[src/rtl/card_pkg.sv]
// Shared constants and state encoding for the card sprite memories, used by
// both the run-time sprite loader and the display-side pixel reader.
package card_pkg;
   localparam int CARD_W         = 32;
   localparam int CARD_H         = 46;
   localparam int PIX_PER_CARD   = CARD_W * CARD_H;
   localparam int NUM_CARD_TYPES = 54;
   localparam int SUIT_SIZE      = 13;

   localparam logic [7:0] SYNC_BYTE = 8'hA5;

   localparam int MEM_BLACK      = 0;
   localparam int MEM_BLUE       = 1;
   localparam int MEM_RED        = 2;
   localparam int MEM_ORANGE     = 3;
   localparam int MEM_RED_FACE   = 4;
   localparam int MEM_BLACK_FACE = 5;

   typedef enum logic [2:0] {
      ST_IDLE,
      ST_TYPE,
      ST_PIX_HI,
      ST_PIX_LO,
      ST_CHK,
      ST_DONE
   } card_state_e;
endpackage

[src/rtl/card_addr_base.sv]
// Card type to memory select and base address. Suit cards share a memory per
// suit (13 sprites stacked); the two face sprites each own a memory at base 0.
module card_addr_base
   import card_pkg::*;
(
   input  logic [7:0]  card_type,
   output logic        valid,
   output logic [5:0]  sel,
   output logic [14:0] base
);
   logic [3:0] rank;

   always_comb begin
      valid = 1'b1;
      sel   = '0;
      rank  = '0;
      if (card_type < 8'(SUIT_SIZE)) begin
         sel[MEM_BLACK] = 1'b1;
         rank           = card_type[3:0];
      end else if (card_type < 8'(2 * SUIT_SIZE)) begin
         sel[MEM_BLUE] = 1'b1;
         rank          = 4'(card_type - 8'(SUIT_SIZE));
      end else if (card_type < 8'(3 * SUIT_SIZE)) begin
         sel[MEM_RED] = 1'b1;
         rank         = 4'(card_type - 8'(2 * SUIT_SIZE));
      end else if (card_type < 8'(4 * SUIT_SIZE)) begin
         sel[MEM_ORANGE] = 1'b1;
         rank            = 4'(card_type - 8'(3 * SUIT_SIZE));
      end else if (card_type == 8'(4 * SUIT_SIZE)) begin
         sel[MEM_RED_FACE] = 1'b1;
      end else if (card_type == 8'(4 * SUIT_SIZE + 1)) begin
         sel[MEM_BLACK_FACE] = 1'b1;
      end else begin
         valid = 1'b0;
      end
      base = 15'(rank) * 15'(PIX_PER_CARD);
   end
endmodule

[src/rtl/card_sprite_loader.sv]
// Byte-stream sprite loader: sync, card type, then 2944 pixel bytes written to
// the card memories. Define CARD_LOADER_CHECKSUM_EN for a trailing XOR check byte.
module card_sprite_loader
   import card_pkg::*;
(
   input  logic        clk_25MHz,
   input  logic        rst_n,
   input  logic [7:0]  in_data,
   input  logic        in_valid,
   output logic        in_ready,
   output logic [5:0]  mem_we,
   output logic [14:0] mem_addr,
   output logic [11:0] mem_din,
   output logic        busy,
   output logic        done,
   output logic        err
);
   card_state_e state;
   logic [5:0]  sel;
   logic [14:0] addr;
   logic [10:0] count;
   logic [3:0]  red;
   logic        accept;

   logic        type_valid;
   logic [5:0]  type_sel;
   logic [14:0] type_base;

   assign in_ready = (state != ST_DONE);
   assign busy     = (state != ST_IDLE);
   assign accept   = in_valid && in_ready;

   card_addr_base u_addr_base (
      .card_type (in_data),
      .valid     (type_valid),
      .sel       (type_sel),
      .base      (type_base)
   );

`ifdef CARD_LOADER_CHECKSUM_EN
   logic [7:0] csum;

   // Running XOR over the type byte and every pixel byte of the frame.
   always_ff @(posedge clk_25MHz or negedge rst_n) begin
      if (!rst_n) begin
         csum <= '0;
      end else if (accept) begin
         case (state)
            ST_TYPE:              csum <= in_data;
            ST_PIX_HI, ST_PIX_LO: csum <= csum ^ in_data;
            default:              ;
         endcase
      end
   end
`endif

   always_ff @(posedge clk_25MHz or negedge rst_n) begin
      if (!rst_n) begin
         state    <= ST_IDLE;
         sel      <= '0;
         addr     <= '0;
         count    <= '0;
         red      <= '0;
         mem_we   <= '0;
         mem_addr <= '0;
         mem_din  <= '0;
         done     <= 1'b0;
         err      <= 1'b0;
      end else begin
         mem_we <= '0;
         done   <= 1'b0;
         err    <= 1'b0;
         case (state)
            ST_IDLE: begin
               if (accept && in_data == SYNC_BYTE) state <= ST_TYPE;
            end
            ST_TYPE: begin
               if (accept) begin
                  if (type_valid) begin
                     sel   <= type_sel;
                     addr  <= type_base;
                     count <= '0;
                     state <= ST_PIX_HI;
                  end else begin
                     err   <= 1'b1;
                     state <= ST_IDLE;
                  end
               end
            end
            ST_PIX_HI: begin
               if (accept) begin
                  red   <= in_data[3:0];
                  state <= ST_PIX_LO;
               end
            end
            ST_PIX_LO: begin
               if (accept) begin
                  mem_we   <= sel;
                  mem_addr <= addr;
                  mem_din  <= {red, in_data};
                  if (count == 11'(PIX_PER_CARD - 1)) begin
`ifdef CARD_LOADER_CHECKSUM_EN
                     state <= ST_CHK;
`else
                     done  <= 1'b1;
                     state <= ST_DONE;
`endif
                  end else begin
                     count <= count + 11'd1;
                     addr  <= addr + 15'd1;
                     state <= ST_PIX_HI;
                  end
               end
            end
`ifdef CARD_LOADER_CHECKSUM_EN
            ST_CHK: begin
               if (accept) begin
                  if (in_data == csum) begin
                     done  <= 1'b1;
                     state <= ST_DONE;
                  end else begin
                     err   <= 1'b1;
                     state <= ST_IDLE;
                  end
               end
            end
`endif
            ST_DONE: state <= ST_IDLE;
            default: state <= ST_IDLE;
         endcase
      end
   end
endmodule

[config.mk]
export PLATFORM = sky130hd
export DESIGN_NAME = card_sprite_loader
export DESIGN_NICKNAME = d
export VERILOG_FILES = /design/src/rtl/card_pkg.sv /design/src/rtl/card_addr_base.sv /design/src/rtl/card_sprite_loader.sv
export SDC_FILE = /design/constraint.sdc
export NUM_CORES = 1
export LEC_CHECK = 0
export BUFFER_PORTS_ARGS = -buffer_cell sky130_fd_sc_hd__buf_2
export CAP_MARGIN = 10
export CORE_MARGIN = 2
export CORE_UTILIZATION = 50
export CTS_CLUSTER_DIAMETER = 80
export CTS_CLUSTER_SIZE = 25
export DETAILED_ROUTE_END_ITERATION = 6
export HOLD_SLACK_MARGIN = 0.06
export PLACE_DENSITY = 0.7
export SYNTH_ARGS = -nofsm -noshare
export SYNTH_HDL_FRONTEND = slang
export SYNTH_SLANG_ARGS = --single-unit
[constraint.sdc]
create_clock -name clk_25MHz -period 2.6 [get_ports clk_25MHz]
set_input_delay 0.52 -clock clk_25MHz [delete_from_list [all_inputs] [get_ports clk_25MHz]]
set_output_delay 0.52 -clock clk_25MHz [all_outputs]
set_load 0.02 [all_outputs]
==> results.py <==
metrics = {
    "layout": {
        "final-instance-count-excl-fill": 663,
        "multi_input_area_sq_um": 2237,
        "drive_gt1_frac": 0.3030,
        "area_growth_syn_to_layout_pct": 31.43,
        "fill_cells": 585,
        "n_antenna_cell": 0,
        "ff_latch_area_sq_um": 1852,
        "nets": 593,
    },
    "clock_tree": {
        "cts.path.max_buffers": 2,
        "htreeDepth": 3,
        "cts-buffers-inserted": 9,
        "path_clk_slew_ns": 0.08,
        "cts-root-buf": "clkbuf_8",
        "cts_tree": "done",
        "ctsHoldBuffers": 0,
        "cts.sinks": 74,
        "insertion_delay_ns": 0.35,
    },
    "sta": {
        "rsz0062_at_grt": "yes",
        "setup_violations": 6,
        "holdWs_ns": 0.2859,
        "setup_slack_ns": -1.172,
        "max_slew.worst_pin.slew_ns": 0.9297,
        "maxSlewViolCount": 0,
        "finClkSkew_ns": 0.005526,
        "hold_viol": 0,
        "tns_ns": -5.050,
        "relSlewSlack": 0.3802,
        "finalCritPeriodShare": 1.451,
        "fmax_mhz": 265.1,
        "period_minus_slack_ns": 3.772,
    },
    "run": {
        "drv_cap": 0,
    },
    "routing": {
        "routed_via_density": 5.557,
        "drt_wl_total_microns": 10080,
        "ant_nets": 0,
        "drc": 0,
        "vias": 3684,
        "post_drt_wl_per_cell_microns": 15.20,
        "drtPass1Iterations": 4,
        "drt_iter0_markers": 249,
    },
    "floorplan": {
        "dieArea_sq_um": 8826,
        "die_w_microns": 93.95,
        "initial_core_util": 0.5208,
        "io_pins": 48,
        "rows": 32,
        "core_sq_um": 7767,
        "die_h_microns": 93.95,
    },
    "global_route": {
        "grt_pass1_vias": 3509,
        "grt_max_degree": 75,
        "globalRouteOverflowTotal": 0,
        "track_usage": 0.2382,
        "grt_pass1_wl_microns": 16490,
        "antenna_found_initial": 0,
    },
    "yosys": {
        "syn_nets": 487,
        "synthFlopType": "dfrtp_1",
        "synth-async-reset-ratio": 1.000,
        "netlist-cell-type-count": 53,
        "synth.yosys.warnings": 0,
        "syn_avg_cell_area_sq_um": 8.989,
        "syn_area_sq_um": 4045,
        "seq_area_frac_synth": 0.4578,
        "synth-edff-count": 0,
        "synth_cells": 450,
        "synth-seq-cells": 74,
    },
    "critical_path": {
        "required_ns": 2.84,
        "reg2reg_from": "count[0]",
        "path_class": "input port to register",
        "crit_fanout": 4,
        "critPathLaunchType": "input port",
        "arrival_ns": 4.01,
        "crit_path_end_kind": "register",
        "worstSetupStartpoint": "in_data[1]",
    },
    "status": {
        "status": "finished, violations left",
        "violations": "negative setup slack",
    },
    "power_and_ir_drop": {
        "power.density_nw_per_um2": 609.9,
        "p_total_w": 0.003242,
        "leakage_nw": 2.692,
        "peakVddDrop_mv": 0.3666,
    },
    "placement": {
        "dp_hpwl_microns": 6705,
        "port_buffers": 47,
        "dp.cells": 635,
        "gp_congestion": 0.8696,
    },
    "hold_path": {
        "worstHoldPathType": "input port to asynchronous set/reset pin",
    },
}
## where the power goes
part | leakage, nW | switching, W | internal [W]
clock network | 0.117 | 0.000437 | 0.000594
logic | 1.56 | 0.000442 | 0.000354
registers | 1.02 | 0.000123 | 0.00129
total | 2.69 | 0.00100 | 0.00224
## cells by family (layout without fill, tap and decap cells)
family | count (synthesis) | in the layout | share of synthesized area
buffers and inverters | 28 | 139 | 0.03062
muxes | 5 | 5 | 0.01392
and+or+nand+nor | 219 | 219 | 0.2471
adders and majority gates | 26 | 26 | 0.08599
xor gates and xnor gates | 18 | 18 | 0.03898
AOI/OAI and AO/OA | 80 | 80 | 0.1256
DFF | 74 | 74 | 0.4578
## sequential cells by signal, summed over array words and instances (netlist names)
register	cells
count	11
mem_din	12
sel	6
addr	15
mem_addr	15
red	4
done	1
err	1
state	3
mem_we	6
## per-stage QoR
| step | setup slack [ns] | util | cell area [sq um] |
|---|---|---|---|
| 2_1_floorplan | -1.259 | - | 4100 |
| 4_1_cts | -0.9741 | 0.6683 | 5191 |
| 5_1_grt | -1.303 | 0.6844 | 5316 |
| 3_5_place_dp | -1.485 | 0.6174 | 4796 |
| 3_3_place_gp | -1.401 | 0.6174 | 4796 |
| 6_report | -1.172 | 0.6844 | 5316 |
## layout by cell type (no fill, tap or decap), types with 5 or more instances in the layout
cell type and n:
nand2_1 115, dfrtp_1 74, buf_4 65, buf_2 41, nor2_1 30, a21oi_1 20, o21ai_0 18, ha_1 16
xnor2_1 15, nand3_1 14, and2_1 11, clkbuf_8 11, and3_1 8, ha_4 7, buf_6 7, nor3_1 6
nor2b_1 5, mux2_2 5, inv_1 5, nor3b_1 5, nor4_1 5
## worst max-delay path, stage by stage
cell and delay, ns:
buf_12 0.11, ha_4 0.17, a21oi_2 0.11, o32a_1 0.22
nor2_2 0.08, nand2_1 0.10, o21ai_1 0.09, a221o_1 0.41
fa_2 0.42, fa_1 0.52, ha_4 0.30, nand2_2 0.05
o211ai_1 0.17, a21oi_1 0.10, xor2_1 0.17, xnor2_1 0.14
a221o_1 0.32
## synthesized netlist by cell type, types with 7 or more instances
| library cell | count | area share |
|---|---|---|
| clkbuf_1 | 13 | 0.012 |
| o21ai_0 | 24 | 0.030 |
| xnor2_1 | 15 | 0.032 |
| ha_1 | 23 | 0.071 |
| nor2_1 | 32 | 0.030 |
| inv_1 | 7 | 0.0065 |
| nand3_1 | 14 | 0.017 |
| and2_1 | 11 | 0.017 |
| a21oi_1 | 23 | 0.028 |
| and3_1 | 8 | 0.012 |
| nand2_1 | 116 | 0.11 |
| nor3_1 | 7 | 0.0087 |
| dfrtp_1 | 74 | 0.46 |
## path summary, 6_finish.rpt
kind / endpoint / slack [ns] / cells after the start
worst max-delay path: addr[13] / -1.17 / 17
worst min-delay path: mem_din[1] / 0.29 / 1
worst max register to register: addr[6] / 0.44 / 8
worst min register to register: mem_din[11] / 0.47 / 2
max in group asynchronous: mem_din[10] / 1.68 / 1
min in group clk_25MHz: mem_din[6] / 0.43 / 3
## layer usage
metal,GRT usage,part of all wire,up-vias
met1,0.3319,0.46,1773
li1,-,-,1757
met4,0.1027,0.031,0
met2,0.3661,0.46,120
met5,0,0,-
met3,0.04093,0.044,34
## area by class of cell
cell class | instances | share of cell area
Multi-Input combinational cell | 348 | 0.4208
Sequential cell | 74 | 0.3483
Timing Repair Buffer | 116 | 0.1565
Clock buffer | 12 | 0.02918
Tap cell | 102 | 0.02401
Clock inverter | 4 | 0.01389
Inverter | 7 | 0.007296
## repair_timing
| action | CTS | global route |
|---|---|---|
| gates resized for setup | 27 | 22 |
| setup endpoints to repair | 6 | 6 |
| endpoints found under the hold margin | 0 | 0 |
| buffers inserted | 6 | 7 |
| pin swaps | 24 | 28 |
(Power assumes the default switching activity.)
